$ cat config.mk
export PLATFORM = sky130hd
export DESIGN_NAME = mdu_hilo
export DESIGN_NICKNAME = d
export VERILOG_FILES = /design/src/rtl/mdu_pkg.sv /design/src/rtl/div_core.sv /design/src/rtl/mdu_hilo.sv
export SDC_FILE = /design/constraint.sdc
export NUM_CORES = 2
export LEC_CHECK = 0
export CAP_MARGIN = 20
export CORE_MARGIN = 2
export CORE_UTILIZATION = 60
export CTS_CLUSTER_DIAMETER = 100
export DETAILED_ROUTE_END_ITERATION = 10
export GPL_ROUTABILITY_DRIVEN = 1
export GPL_TIMING_DRIVEN = 0
export PLACE_DENSITY = 0.77
export SETUP_SLACK_MARGIN = 0.5
export SYNTH_ARGS = -nofsm -noshare
export SYNTH_HDL_FRONTEND = slang
export SYNTH_SLANG_ARGS = --single-unit
$ cat constraint.sdc
create_clock -name clk -period 27.9 [get_ports clk]
set_input_delay 5.58 -clock clk [delete_from_list [all_inputs] [get_ports clk]]
set_output_delay 5.58 -clock clk [all_outputs]
set_load 0.02 [all_outputs]
$ cat src/rtl/mdu_pkg.sv
// rtl/mdu_pkg.sv - shared encodings and constants for the multiply/divide unit
package mdu_pkg;

    localparam int WIDTH_DEF = 32;

    localparam logic [2:0] OP_MULT  = 3'b000;
    localparam logic [2:0] OP_MULTU = 3'b001;
    localparam logic [2:0] OP_DIV   = 3'b010;
    localparam logic [2:0] OP_DIVU  = 3'b011;
    localparam logic [2:0] OP_MTHI  = 3'b100;
    localparam logic [2:0] OP_MTLO  = 3'b101;

    localparam logic [WIDTH_DEF-1:0] DIV0_QUOT = '1;

    typedef enum logic [1:0] {
        ST_IDLE,
        ST_MUL,
        ST_DIV,
        ST_DFIX
    } state_e;

endpackage

$ cat src/rtl/div_core.sv
// rtl/div_core.sv - iterative unsigned restoring divider, one quotient bit per step
module div_core #(
    parameter int WIDTH = 32
) (
    input  logic             clk,
    input  logic             rst,
    input  logic             load,
    input  logic             step,
    input  logic [WIDTH-1:0] dividend,
    input  logic [WIDTH-1:0] divisor,
    output logic [WIDTH-1:0] quot,
    output logic [WIDTH-1:0] rem
);

    logic [WIDTH-1:0] rem_q, quo_q, dvs_q;
    logic [WIDTH:0]   r_sh, diff;

    // quo_q starts as the dividend and shifts quotient bits in from the right
    assign r_sh = {rem_q, quo_q[WIDTH-1]};
    assign diff = r_sh - {1'b0, dvs_q};

    always_ff @(posedge clk) begin
        if (rst) begin
            rem_q <= '0;
            quo_q <= '0;
            dvs_q <= '0;
        end else if (load) begin
            rem_q <= '0;
            quo_q <= dividend;
            dvs_q <= divisor;
        end else if (step) begin
            if (!diff[WIDTH]) begin
                rem_q <= diff[WIDTH-1:0];
                quo_q <= {quo_q[WIDTH-2:0], 1'b1};
            end else begin
                rem_q <= r_sh[WIDTH-1:0];
                quo_q <= {quo_q[WIDTH-2:0], 1'b0};
            end
        end
    end

    assign quot = quo_q;
    assign rem  = rem_q;

endmodule

$ cat src/rtl/mdu_hilo.sv
// rtl/mdu_hilo.sv - multi-cycle MULT/DIV unit owning the architectural HI/LO registers
module mdu_hilo
    import mdu_pkg::*;
#(
    parameter int WIDTH      = WIDTH_DEF,
    parameter int MUL_CYCLES = 4
) (
    input  logic             clk,
    input  logic             rst,
    input  logic             start,
    input  logic [2:0]       op,
    input  logic [WIDTH-1:0] srca,
    input  logic [WIDTH-1:0] srcb,
    input  logic             flush,
    output logic             busy,
    output logic [WIDTH-1:0] hi,
    output logic [WIDTH-1:0] lo
);

    localparam int CMAX = (WIDTH > MUL_CYCLES) ? WIDTH : MUL_CYCLES;
    localparam int CW   = $clog2(CMAX) + 1;

    state_e           state_q, state_d;
    logic [CW-1:0]    cnt_q, cnt_d;
    logic [WIDTH-1:0] hi_q, hi_d, lo_q, lo_d;
    logic [WIDTH-1:0] ma_q, mb_q, dsa_q;
    logic             msgn_q, qneg_q, rneg_q, dz_q;
    logic             mul_load, div_load, div_step;

    logic             sdiv, a_neg, b_neg;
    logic [WIDTH-1:0] a_mag, b_mag, quot, rem;
    logic [2*WIDTH-1:0] ea, eb, prod;

    assign sdiv  = (op == OP_DIV);
    assign a_neg = sdiv & srca[WIDTH-1];
    assign b_neg = sdiv & srcb[WIDTH-1];
    assign a_mag = a_neg ? (~srca + 1'b1) : srca;
    assign b_mag = b_neg ? (~srcb + 1'b1) : srcb;

    // sign- or zero-extend to 2*WIDTH so one multiplier serves MULT and MULTU
    assign ea   = msgn_q ? {{WIDTH{ma_q[WIDTH-1]}}, ma_q} : {{WIDTH{1'b0}}, ma_q};
    assign eb   = msgn_q ? {{WIDTH{mb_q[WIDTH-1]}}, mb_q} : {{WIDTH{1'b0}}, mb_q};
    assign prod = ea * eb;

    div_core #(.WIDTH(WIDTH)) u_div (
        .clk      (clk),
        .rst      (rst),
        .load     (div_load),
        .step     (div_step),
        .dividend (a_mag),
        .divisor  (b_mag),
        .quot     (quot),
        .rem      (rem)
    );

    always_comb begin
        state_d  = state_q;
        cnt_d    = cnt_q;
        hi_d     = hi_q;
        lo_d     = lo_q;
        mul_load = 1'b0;
        div_load = 1'b0;
        div_step = 1'b0;
        if (flush) begin
            state_d = ST_IDLE;
            cnt_d   = '0;
        end else begin
            unique case (state_q)
                ST_IDLE: begin
                    if (start) begin
                        case (op)
                            OP_MULT, OP_MULTU: begin
                                mul_load = 1'b1;
                                state_d  = ST_MUL;
                                cnt_d    = CW'(MUL_CYCLES - 1);
                            end
                            OP_DIV, OP_DIVU: begin
                                div_load = 1'b1;
                                state_d  = ST_DIV;
                                cnt_d    = CW'(WIDTH - 1);
                            end
                            OP_MTHI: hi_d = srca;
                            OP_MTLO: lo_d = srca;
                            default: ;
                        endcase
                    end
                end
                ST_MUL: begin
                    if (cnt_q == '0) begin
                        {hi_d, lo_d} = prod;
                        state_d      = ST_IDLE;
                    end else begin
                        cnt_d = cnt_q - 1'b1;
                    end
                end
                ST_DIV: begin
                    div_step = 1'b1;
                    if (cnt_q == '0) state_d = ST_DFIX;
                    else             cnt_d   = cnt_q - 1'b1;
                end
                ST_DFIX: begin
                    // divide-by-zero result is fixed regardless of operand signs
                    if (dz_q) begin
                        lo_d = WIDTH'(DIV0_QUOT);
                        hi_d = dsa_q;
                    end else begin
                        lo_d = qneg_q ? (~quot + 1'b1) : quot;
                        hi_d = rneg_q ? (~rem + 1'b1) : rem;
                    end
                    state_d = ST_IDLE;
                end
                default: state_d = ST_IDLE;
            endcase
        end
    end

    always_ff @(posedge clk) begin
        if (rst) begin
            state_q <= ST_IDLE;
            cnt_q   <= '0;
            hi_q    <= '0;
            lo_q    <= '0;
            ma_q    <= '0;
            mb_q    <= '0;
            msgn_q  <= 1'b0;
            dsa_q   <= '0;
            qneg_q  <= 1'b0;
            rneg_q  <= 1'b0;
            dz_q    <= 1'b0;
        end else begin
            state_q <= state_d;
            cnt_q   <= cnt_d;
            hi_q    <= hi_d;
            lo_q    <= lo_d;
            if (mul_load) begin
                ma_q   <= srca;
                mb_q   <= srcb;
                msgn_q <= (op == OP_MULT);
            end
            if (div_load) begin
                dsa_q  <= srca;
                qneg_q <= a_neg ^ b_neg;
                rneg_q <= a_neg;
                dz_q   <= (srcb == '0);
            end
        end
    end

    assign busy = (state_q != ST_IDLE);
    assign hi   = hi_q;
    assign lo   = lo_q;

endmodule

==> reports/metrics.yaml <==
run_status:
  status: "finished clean"
timing:
  slew_violations: 0
  rsz0062_at_grt: "no"
  min_period_ps: 12180
  tightest_slew_ps: 1290
  final.setup.tns_ps: 0
  finalSetupViolCount: 0
  timing.slew.headroom_pct: 13.8
  fin_crit_sh_pct: 43.7
  timing.hold.ws_ps: 459
  max_freq_mhz: 82.1
  final_hold_viol_count: 0
  skew_ps: 12.2
critical_path:
  rr_worst_depth: 30
  cp_slowest_cell: "fa_1"
  worstPathArrival_ps: 12640
  crit_required_ps: 28360
  crit-reg2reg-capture: "hi[24]"
  start_kind: "register"
  regToRegSetupSlack_ps: 15720
  worstReg2RegStart: "msgn_q"
  cp_common_cell: "fa_1"
  crit_type: "reg2reg"
  worstPathMaxFanout: 10
  worstSetupStartpoint: "msgn_q"
  slowest_delay_ps: 920
  cp-end-kind: "register"
global_routing:
  grt_pass1_wl_um: 375000
  grt_pass1_vias: 55018
  overflow: 0
  antenna_found_initial: 39
  grtUsageTotal_pct: 49.3
  grt_max_degree: 20
synthesis:
  ys_async_sr_fraction_pct: 0
  synth_edf_count: 0
  synth_nets: 8988
  yosysSeqAreaShare_pct: 8.48
  netlist_area_sq_mm: 0.0633
  synthDistinctLibCells: 85
  ys_seq_elements: 268
  netlist_instances: 7146
  avgSynthCellArea_sq_um: 8.85
  synthFlopType: "dfxtp_1"
  synth_warnings: 0
power_and_ir_drop:
  power_density_mw_per_mm2: 17.9
  vdd_drop_max_v: 0.0000565
  power_leakage_nw: 33.1
finish:
  regArea_sq_mm: 0.00537
  multi_input_area_sq_mm: 0.0504
  nets: 9177
  final_cell_mix: "1587 x inv_1, 1420 x fa_1, 919 x nand2_1, 579 x and2_1, 372 x clkbuf_1"
  syn2layout_area_growth_pct: 7.50
  nFillCells: 9023
  drive_gt1_share_pct: 2.01
  layout_commonest_cell: "inv_1"
routing:
  wl_per_cell_um: 29.8
  num_vias: 53945
  drtAntennaViolNets: 0
  vias_per_cell: 6.15
  drt_pass1_iterations: 9
  route.detailed.drc: 0
  first_iter_violations: 7103
  routed_wl_um: 261000
cts:
  h-tree-depth: 1
  cts_sinks: 268
  cts_tree: "done"
  cts.clk_slew.worst_paths_ps: 70
  cts_buffers: 29
  cts_hold_buf: 0
  cts_max_path_buffers: 3
  cts_resized: 0
  cts_root_buf: "clkbuf_16"
  worst_skew_pair.late_latency_ps: 580
  postCtsSetupRepairBufs: 0
placement:
  io_buffers: 117
  gp_congestion: 1.09
  dp_hpwl_um: 219000
floorplan:
  fp.dieArea_sq_mm: 0.108
  num_rows: 119
  start_util_pct: 60.3
  fp.dieH_um: 329
  core_sq_mm: 0.105
  die_x_um: 329
  io_pins: 136
flow_run:
  drv_cap: 0
worst_hold_path:
  hold_path_depth: 2
  min_path_type: "reg2reg"
  holdPathEnd: "dsa_q[9]"
  min_from: "dsa_q[9]"
[Yosys cell counts (all sizes together) (62+ instances only)]
library cell	count	area [sq um]
nor2	232	871
inv	1587	5960
ha	351	4390
fa	1420	28400
nand2	920	3450
a21o	69	518
and2	580	3630
xor2	89	780
a211oi	73	548
xnor2	156	1370
nor3	62	310
a21oi	258	1290
o21ai	173	866
clkbuf	373	1400
dfxtp	268	5370
[stage by stage]
step | total power, mW | area, sq um | std cells | worst slack (ps) | util [%]
after global placement | 0.741 | 66200 | 8654 | 16450 | 63.1
after detailed placement | 0.749 | 66700 | 8683 | 16340 | 63.5
final | 1.22 | 68000 | 8773 | 15720 | 64.8
after CTS | 1.20 | 67800 | 8737 | 16290 | 64.6
after floorplan | 0.612 | 63300 | 7146 | 18840 | -
after global routing | 1.24 | 68000 | 8755 | 15460 | 64.8
[metal layers]
layer / vias up / part of all wire [%] / wire length [um] / track usage [%]
met5: - / 0.041 / 106 / 0
met4: 14 / 9.3 / 24200 / 35.4
met3: 958 / 13 / 33900 / 14.9
met2: 3816 / 43 / 112000 / 72.4
met1: 27184 / 35 / 91500 / 62.1
li1: 21973 / - / - / -
[state kept, by name, indices dropped and copies added (netlist names)]
name and flops:
dsa_q 32, hi 32, lo 32, ma_q 32
mb_q 32, u_div.dvs_q 32, u_div.quot 32, u_div.rem 32
cnt_q 6, state_q 2, dz_q 1, msgn_q 1
qneg_q 1, rneg_q 1
[worst max-delay path: cells and delay by family, from the launching register on]
kind / cells / cell delay, ps
AOI/OAI and AO/OA: 9 / 2730
xor gates and xnor gates: 1 / 180
and+or+nand+nor: 2 / 470
adders and majority gates: 11 / 6120
DFF: 1 / 430
buffers and inverters: 7 / 2110
[cell families after synthesis]
kind of cell	share of synthesized area [%]
AO/OA/AOI/OAI	8.68
multiplexers	0.546
adder cells (fa/ha/maj)	51.9
AND/OR/NAND/NOR	15.1
buffers and inverters	11.8
flip-flops	8.48
XOR/XNOR	3.39
[report_power, final]
group	switching (mW)	leakage (nW)	total [mW]	internal, mW
clock	0.178	0.538	0.458	0.280
sequential	0.0255	2.17	0.423	0.398
combinational	0.221	30.4	0.335	0.114
total	0.424	33.1	1.22	0.792
[layout make-up]
class | instances | area share (%)
diodes | 24 | 0.0883
plain buffers | 399 | 2.26
clock buffers | 35 | 1.19
clock inverters | 19 | 0.458
inverters | 1588 | 8.76
multi-input cells | 4891 | 74.1
flip-flops and latches | 268 | 7.89
well taps | 1391 | 2.56
repair buffers | 158 | 2.68
[how the worst max path moves through the flow]
stage                     slack [ps]  cells after the start      to
after floorplan                18840                     30  hi[24]
after global placement         16450                     30  hi[24]
after detailed placement       16340                     30  hi[24]
after CTS                      16290                     30  hi[24]
after global routing           15460                     30  hi[24]
final                          15720                     30  hi[24]
(Power assumes the default switching activity.)
